**config.mk**
```make
export PLATFORM = sky130hd
export DESIGN_NAME = spi_jtag_bridge
export DESIGN_NICKNAME = d
export VERILOG_FILES = /design/src/rtl/spi_jtag_bridge.sv
export SDC_FILE = /design/constraint.sdc
export NUM_CORES = 1
export LEC_CHECK = 0
export CORE_UTILIZATION = 32
export CTS_CLUSTER_DIAMETER = 200
export DETAILED_ROUTE_END_ITERATION = 10
export SLEW_MARGIN = 15
export SYNTH_ARGS = -nofsm -noshare
export SYNTH_HDL_FRONTEND = slang
export SYNTH_SLANG_ARGS = --single-unit
```
**constraint.sdc**
```tcl
create_clock -name drck -period 1.7 [get_ports drck]
set_input_delay 0.255 -clock drck [delete_from_list [all_inputs] [get_ports drck]]
set_output_delay 0.255 -clock drck [all_outputs]
set_load 0.005 [all_outputs]
```
**src/rtl/spi_jtag_bridge.sv**
```systemverilog
// JTAG USER-register to SPI flash bridge: a header and a length field select the chip and
// the write length, then the bridge passes bits through (single) or unpacks nibbles (quad read).
module spi_jtag_bridge #(
  parameter int unsigned NUM_CS   = 2,
  parameter bit          QUAD_EN  = 1'b1,
  parameter int unsigned LEN_BITS = 16
) (
  input  logic              drck,
  input  logic              runtest,
  input  logic              sel,
  input  logic              capture,
  input  logic              shift,
  input  logic              update,
  input  logic              tdi,
  output logic              tdo,
  output logic [NUM_CS-1:0] csn,
  output logic              sck_en,
  output logic [3:0]        dq_o,
  output logic [3:0]        dq_oe,
  input  logic [3:0]        dq_i,
  output logic              busy
);

  typedef enum logic [2:0] {StIdle, StHdr, StLen, StWr, StRd1, StRdq, StErr} state_e;

  state_e              state_q, state_d;
  logic [4:0]          cnt_q, cnt_d;
  logic [1:0]          cs_q, cs_d;
  logic                quad_q, quad_d;
  logic [LEN_BITS-1:0] len_q, len_d;
  logic [1:0]          ncnt_q, ncnt_d;
  logic [3:0]          nib_q, nib_d;
  logic                quad_rd;
  logic                active;
  logic [1:0]          nidx;

  assign quad_rd = quad_q && QUAD_EN;

  always_comb begin
    state_d = state_q;
    cnt_d   = cnt_q;
    cs_d    = cs_q;
    quad_d  = quad_q;
    len_d   = len_q;
    ncnt_d  = ncnt_q;
    nib_d   = nib_q;
    if (update && sel) begin
      state_d = StIdle;
      cnt_d   = '0;
      ncnt_d  = '0;
    end else if (capture && sel) begin
      state_d = StHdr;
      cnt_d   = '0;
      cs_d    = '0;
      quad_d  = 1'b0;
      len_d   = '0;
      ncnt_d  = '0;
      nib_d   = '0;
    end else if (shift && sel) begin
      unique case (state_q)
        StHdr: begin
          cnt_d = cnt_q + 5'd1;
          case (cnt_q)
            5'd0:    cs_d[0] = tdi;
            5'd1:    cs_d[1] = tdi;
            5'd2:    quad_d  = tdi;
            default: ;
          endcase
          if (cnt_q == 5'd7) begin
            cnt_d   = '0;
            state_d = ({1'b0, cs_d} >= 3'(NUM_CS)) ? StErr : StLen;
          end
        end
        StLen: begin
          len_d = {tdi, len_q[LEN_BITS-1:1]};
          cnt_d = cnt_q + 5'd1;
          if (cnt_q == 5'(LEN_BITS - 1)) begin
            cnt_d = '0;
            if (len_d != '0)  state_d = StWr;
            else if (quad_rd) state_d = StRdq;
            else              state_d = StRd1;
          end
        end
        StWr: begin
          len_d = len_q - 1'b1;
          if (len_q == LEN_BITS'(1)) state_d = quad_rd ? StRdq : StRd1;
        end
        StRdq: begin
          ncnt_d = ncnt_q + 2'd1;
          if (ncnt_q == 2'd0) nib_d = dq_i;
        end
        default: ;
      endcase
    end
  end

  always_ff @(posedge drck or posedge runtest) begin
    if (runtest) begin
      state_q <= StIdle;
      cnt_q   <= '0;
      cs_q    <= '0;
      quad_q  <= 1'b0;
      len_q   <= '0;
      ncnt_q  <= '0;
      nib_q   <= '0;
    end else begin
      state_q <= state_d;
      cnt_q   <= cnt_d;
      cs_q    <= cs_d;
      quad_q  <= quad_d;
      len_q   <= len_d;
      ncnt_q  <= ncnt_d;
      nib_q   <= nib_d;
    end
  end

  // Nibble bits leave LSB first; the bit shown at ncnt == 0 is the top of the previous nibble.
  assign nidx   = ncnt_q - 2'd1;
  assign active = (state_q == StWr) || (state_q == StRd1) || (state_q == StRdq);
  assign busy   = (state_q != StIdle);

  always_comb begin
    csn    = '1;
    sck_en = 1'b0;
    tdo    = tdi;
    dq_o   = 4'b1100;
    dq_oe  = 4'b1101;
    unique case (state_q)
      StWr, StRd1: begin
        sck_en = shift;
        dq_o   = {3'b110, tdi};
        tdo    = dq_i[1];
      end
      StRdq: begin
        dq_oe  = 4'b0000;
        sck_en = shift && (ncnt_q == 2'd0);
        tdo    = nib_q[nidx];
      end
      default: ;
    endcase
    for (int unsigned i = 0; i < NUM_CS; i++) begin
      if (active && (cs_q == 2'(i))) csn[i] = 1'b0;
    end
  end

endmodule

```
# --- Yosys cells after proc, flatten, opt, wreduce, memory -nomap -nowiden ---
# Cells that the tools add are included.
totals:
  output_inout_bits: 13
  register_bits: 33
classes:
  n_eq_ne: 14
  mux: 52
  n_lt_le_gt_ge: 2
  n_bitwise: 1
  addsub: 4
  reduce_logical: 31
ops:
  columns: ["cell", "count"]
  rows:
  - ["16-bit 2-to-1 mux", 2]
  - ["16-bit one-hot mux with 2 select lines", 1]
  - ["5-bit 2-to-1 mux", 5]
  - ["3-bit 2-to-1 mux", 8]
  - ["4-bit 2-to-1 mux", 5]
  - ["1-bit 2-to-1 mux", 19]
  - ["16-bit by 1-bit equality test with 1-bit output (second input constant)", 1]
  - ["16-bit nonzero test", 1]
  - ["16-bit by 1-bit subtractor with 16-bit output (second input constant)", 1]
  - ["2-bit 2-to-1 mux", 7]
  - ["4-bit != test (second input constant)", 3]
  - ["3-bit nonzero test", 4]
  - ["5-bit one-hot mux with 2 select lines", 1]
  - ["2-bit nonzero test", 5]
  - ["3-bit one-hot mux with 3 select lines", 1]
  - ["4-bit AND reduction", 2]
  - ["3-bit by 2-bit equality test with 1-bit output (second input constant)", 2]
  - ["3-bit equality test (second input constant)", 2]
  - ["1-bit logical AND", 6]
  - ["3-bit AND reduction", 2]
  - ["5-bit by 1-bit adder with 5-bit output (second input constant)", 1]
  - ["5-bit by 1-bit equality test with 1-bit output (second input constant)", 1]
  - ["5-bit by 2-bit equality test with 1-bit output (second input constant)", 1]
  - ["5-bit by 3-bit equality test with 1-bit output (second input constant)", 1]
  - ["other kinds (18)", 22]

# --- Depth between registers and ports, before layout ---
logic_depth:
  depth_word: 13
  mapped_depth: 8
  mapped_depth_nobuf: 8

# --- Worst setup path after synthesis ---
# No wires, ideal clock.
synth_path:
  path_kind: "reg-to-reg"
  from: "register cnt_q[0]"
  to: "register state_q[0]"
  path_buffers: 0
  setup_ps: 99
  required_time_ps: 1601
  arrival_ps: 1683
  stages_incl_launch_ff: 9
  period_less_slack_ps: 1783
  slack_ps: -83
  path_cell_list: "dfrtp_1 ha_1 nand3_1 inv_1 ha_1 a21o_1 o211a_1 and3_1 a311oi_1"
synth_via:
  elab_chain_len: 3
synth_lines:
  columns: ["item", "line", "source"]
  rows:
  - ["from (decl)", "27", "logic [4:0] cnt_q, cnt_d;"]
  - ["from (signal assigned)", "108", "cnt_q <= cnt_d;"]
  - ["5-bit by 4-bit equality test with 1-bit output / 5-bit by 3-bit equality test with 1-bit output (equally long branches)", "77, 69", null]
  - ["4-bit != test (no source line)", null, null]
  - ["5-bit AND reduction (no source line) *", null, null]
  - ["to (signal assigned)", "99", "state_q <= StIdle;"]
  - ["to (signal assigned)", "107", "state_q <= state_d;"]
  - ["to (decl)", "26", "state_e state_q, state_d;"]
# Every way passes the cells marked *; elsewhere a longest branch is shown, timed or not.
# A chain may end at the register's enable or synchronous reset.

# --- Final worst setup path ---
layout_path:
  from: "register ncnt_q[0]"
  to: "output port tdo"
layout_via:
  elab_chain_len: 4
layout_lines:
  columns: ["item", "line", "source"]
  rows:
  - ["from (decl)", "31", "logic [1:0] ncnt_q, ncnt_d;"]
  - ["from (signal assigned)", "112", "ncnt_q <= ncnt_d;"]
  - ["2-bit by 1-bit subtractor with 2-bit output", "118", "assign nidx = ncnt_q - 2'd1;"]
  - ["1-bit binary-select mux with 2-bit select", "137", "tdo = nib_q[nidx];"]
  - ["1-bit 2-to-1 mux (not written as such)", "137", null]
  - ["1-bit one-hot mux with 2 select lines", "128", "unique case (state_q)"]
  - ["to (decl)", "15", "output logic tdo,"]
# Every way passes these cells. The select of a mux whose other input is x is not followed.

==> flow_summary_export.csv <==
group,metric,value,unit
clock_tree,cts_sinks,33,
sta,setup_ws,-0.176,ns
clock_tree,clk_pin_slew_worst_paths,0.08,ns
synth,synthArstFlopShare,100,%
drt,post-route-drc-count,0,
die,die-area,0.00797,mm²
synth,yosys.area.top_type_share,33.9,%
run,cap_violations,0,
die,die_w,89.3,µm
die,rows,31,
placement,place_congestion,0.874,
clock_tree,cts.root.buffer_cell,"clkbuf_8",
clock_tree,cts.path.max_buffers,2,
grt,overflow,0,
placement,hpwl,5.04,mm
synth,post-synth-top-area-cell,"dfrtp_1",
synth,synth_top_cells_by_area,"dfrtp_1, o21ai_0, ha_1",
synth,synthSimpleGateAreaFrac,26.8,%
sta,slew_violations,0,
synth,synth_flop_cell,"dfrtp_1",
grt,grt_max_degree,34,
sta,setup_viol_count_final,7,
synth,avgSynthCellArea,8.26,µm²
grt,grt_pass1_wl,12.0,mm
critical_path,reg2reg_from,"len_q[4]",
drt,avgViaCountPerCell,5.47,
die,start_util,33.4,%
synth,synthMuxAreaShare,1.33,%
drt,first_pass_iters,5,
die,fp.coreArea,0.00729,mm²
sta,period_needed,1.88,ns
drt,vias,2695,
final_layout,fin_nets,413,
worst_hold_path,holdCritPathClass,"in -> async",
synth,ys_ff_latch,33,
synth,synth_xor_area_share,1.44,%
drt,ant_nets,0,
synth,synth_top_family_by_area,"simple AND/OR/NAND/NOR gates",
sta,hold_violations,0,
final_layout,antennaDiodeCount,0,
grt,antenna_found_initial,0,
synth,netlist_instances,295,
final_layout,final_common_cell,"buf_4",
outcome,failed_checks,"negative setup slack",
die,ioPinCount,24,
sta,rsz0062_at_grt,"true",
critical_path,required,1.44,ns
placement,io_buffers,19,
die,dieHeight,89.3,µm
clock_tree,htree_num_levels,2,
final_layout,area_delta_synth_final,56.3,%
drt,wl_per_cell,15.7,µm
final_layout,final_core_util,52.2,%
power_and_ir_drop,p_leak,1.72,nW
final_layout,multi_input_area,0.00177,mm²
synth,synth.distinct_cells,56,
outcome,status,"complete, but fails checks",
synth,yosysSeqAreaShare,33.9,%
critical_path,worstSetupStartpoint,"ncnt_q[0]",
final_layout,final_cell_mix,"buf_4, dfrtp_1, nand2_1, nor2_1, o21ai_0",
power_and_ir_drop,p_per_area,548,mW/mm²
synth,ys_warn_count,0,
placement,pre_cts_slack,-0.287,ns
critical_path,r2r_cells,4,
final_layout,seqCellArea,827,µm²
critical_path,cp-end-kind,"output pin",
critical_path,start_kind,"flop",
sta,skew,0.00926,ns
critical_path,cp_max_fo,2,
critical_path,timing.rr.end,"len_q[12]",
sta,clock.fmax,533,MHz
critical_path,worstSetupPathType,"reg -> out",
critical_path,ff2ff_setup_slack,-0.02,ns
sta,post-route-period-util,110,%
grt,grt_pass1_vias,2526,
synth,synth_adder_area_share,4.62,%
clock_tree,cts_hold_buf,0,
clock_tree,cts_buffers,5,
power_and_ir_drop,vdd_drop_max,0.248,mV
final_layout,final_layout_size_suffix_gt1_share,41.9,%
synth,synth_edf_count,0,
critical_path,arrival,1.62,ns
synth,netlist_area,0.00244,mm²
drt,drt-initial-drc-count,194,
synth,synth_compound_area_share,24.5,%
power_and_ir_drop,power,0.00209,W
drt,totalWireLength,7.74,mm
final_layout,fillers,687,
grt,grt_usage,19.6,%
clock_tree,clock_latency,0.29,ns
clock_tree,tritoncts,"built",
-- stage by stage --
stage | setup TNS, ns | cells | instance area [µm²] | hold slack [ns]
2_1_floorplan | -0.129 | 297 | 2470 | 0.384
3_3_place_gp | -4.47 | 462 | 3180 | 0.495
3_5_place_dp | -5.05 | 462 | 3180 | 0.519
4_1_cts | -0.209 | 485 | 3550 | 0.387
5_1_grt | -0.982 | 493 | 3810 | 0.437
6_report | -0.291 | 493 | 3810 | 0.373
-- where the power goes --
part           internal (W)  switching [W]  total, W
Clock              0.000478       0.000318  0.000797
Sequential         0.000827      0.0000311  0.000859
Combinational      0.000215       0.000216  0.000431
Total               0.00152       0.000565   0.00209
-- registers in the layout (all words and copies together) (netlist names) --
signal,flops
quad_q,1
cs_q,2
ncnt_q,2
cnt_q,5
len_q,16
state_q,3
nib_q,4
-- how the worst max path moves through the flow --
stage          slack (ns)         end  cells past startpoint
6_report            -0.18         tdo                      6
3_5_place_dp        -0.29     cs_q[1]                      6
4_1_cts             -0.19         tdo                      5
2_1_floorplan       -0.05  state_q[0]                      8
3_3_place_gp        -0.22    len_q[4]                      6
5_1_grt             -0.23         tdo                      6
-- critical path: stages, from the launching register on --
cell	delay (ns)
dfrtp_1	0.35
inv_1	0.06
ha_4	0.27
mux4_2	0.31
o22ai_1	0.13
a21oi_1	0.09
buf_2	0.13
-- synthesized netlist by cell type (4+ instances only) --
master    count
a21oi_1      20
a22oi_1       4
and3b_1       4
buf_4         6
clkbuf_1     14
dfrtp_1      33
ha_1          9
inv_1        13
nand2_1      27
nand2b_1      5
nand3_1       8
nand3b_1      4
nand4_1       5
nor2_1       19
nor3_1       10
nor4_1        8
o211ai_1      4
o21a_1        4
o21ai_0      31
o22ai_1       4
o31ai_1       5
or3_1         4
-- repair_timing --
action	4_1_cts	5_1_grt
resized for setup	69	50
buffers inserted	17	8
pin swaps	18	18
setup endpoints to repair	22	36
-- cell families (layout without fill, tap and decap cells) --
family,after synthesis,after routing
multiplexers,2,2
AND/OR/NAND/NOR,115,115
buffers and inverters,37,134
flip-flops,33,33
adder cells (fa/ha/maj),9,9
other,2,4
XOR/XNOR,4,4
AO/OA/AOI/OAI,93,93
-- area by class of cell --
type                            count  share of cell area [%]
Multi-Input combinational cell    227                    46.5
Clock inverter                      1                   0.788
Timing Repair Buffer              113                    24.2
Inverter                           13                    1.28
Tap cell                           99                    3.25
Clock buffer                        7                    2.27
Sequential cell                    33                    21.7
-- routing by layer --
| layer | share of wire, % | up-vias | global-route usage [%] | wire [µm] |
|---|---|---|---|---|
| li1 | - | 1281 | - | - |
| met1 | 46 | 1328 | 26.9 | 3540 |
| met2 | 48 | 75 | 31.2 | 3740 |
| met3 | 4.1 | 11 | 2.77 | 316 |
| met4 | 1.9 | 0 | 7.22 | 144 |
| met5 | 0 | - | 0 | 0 |
Note: power is estimated with default switching activity, not from simulation.
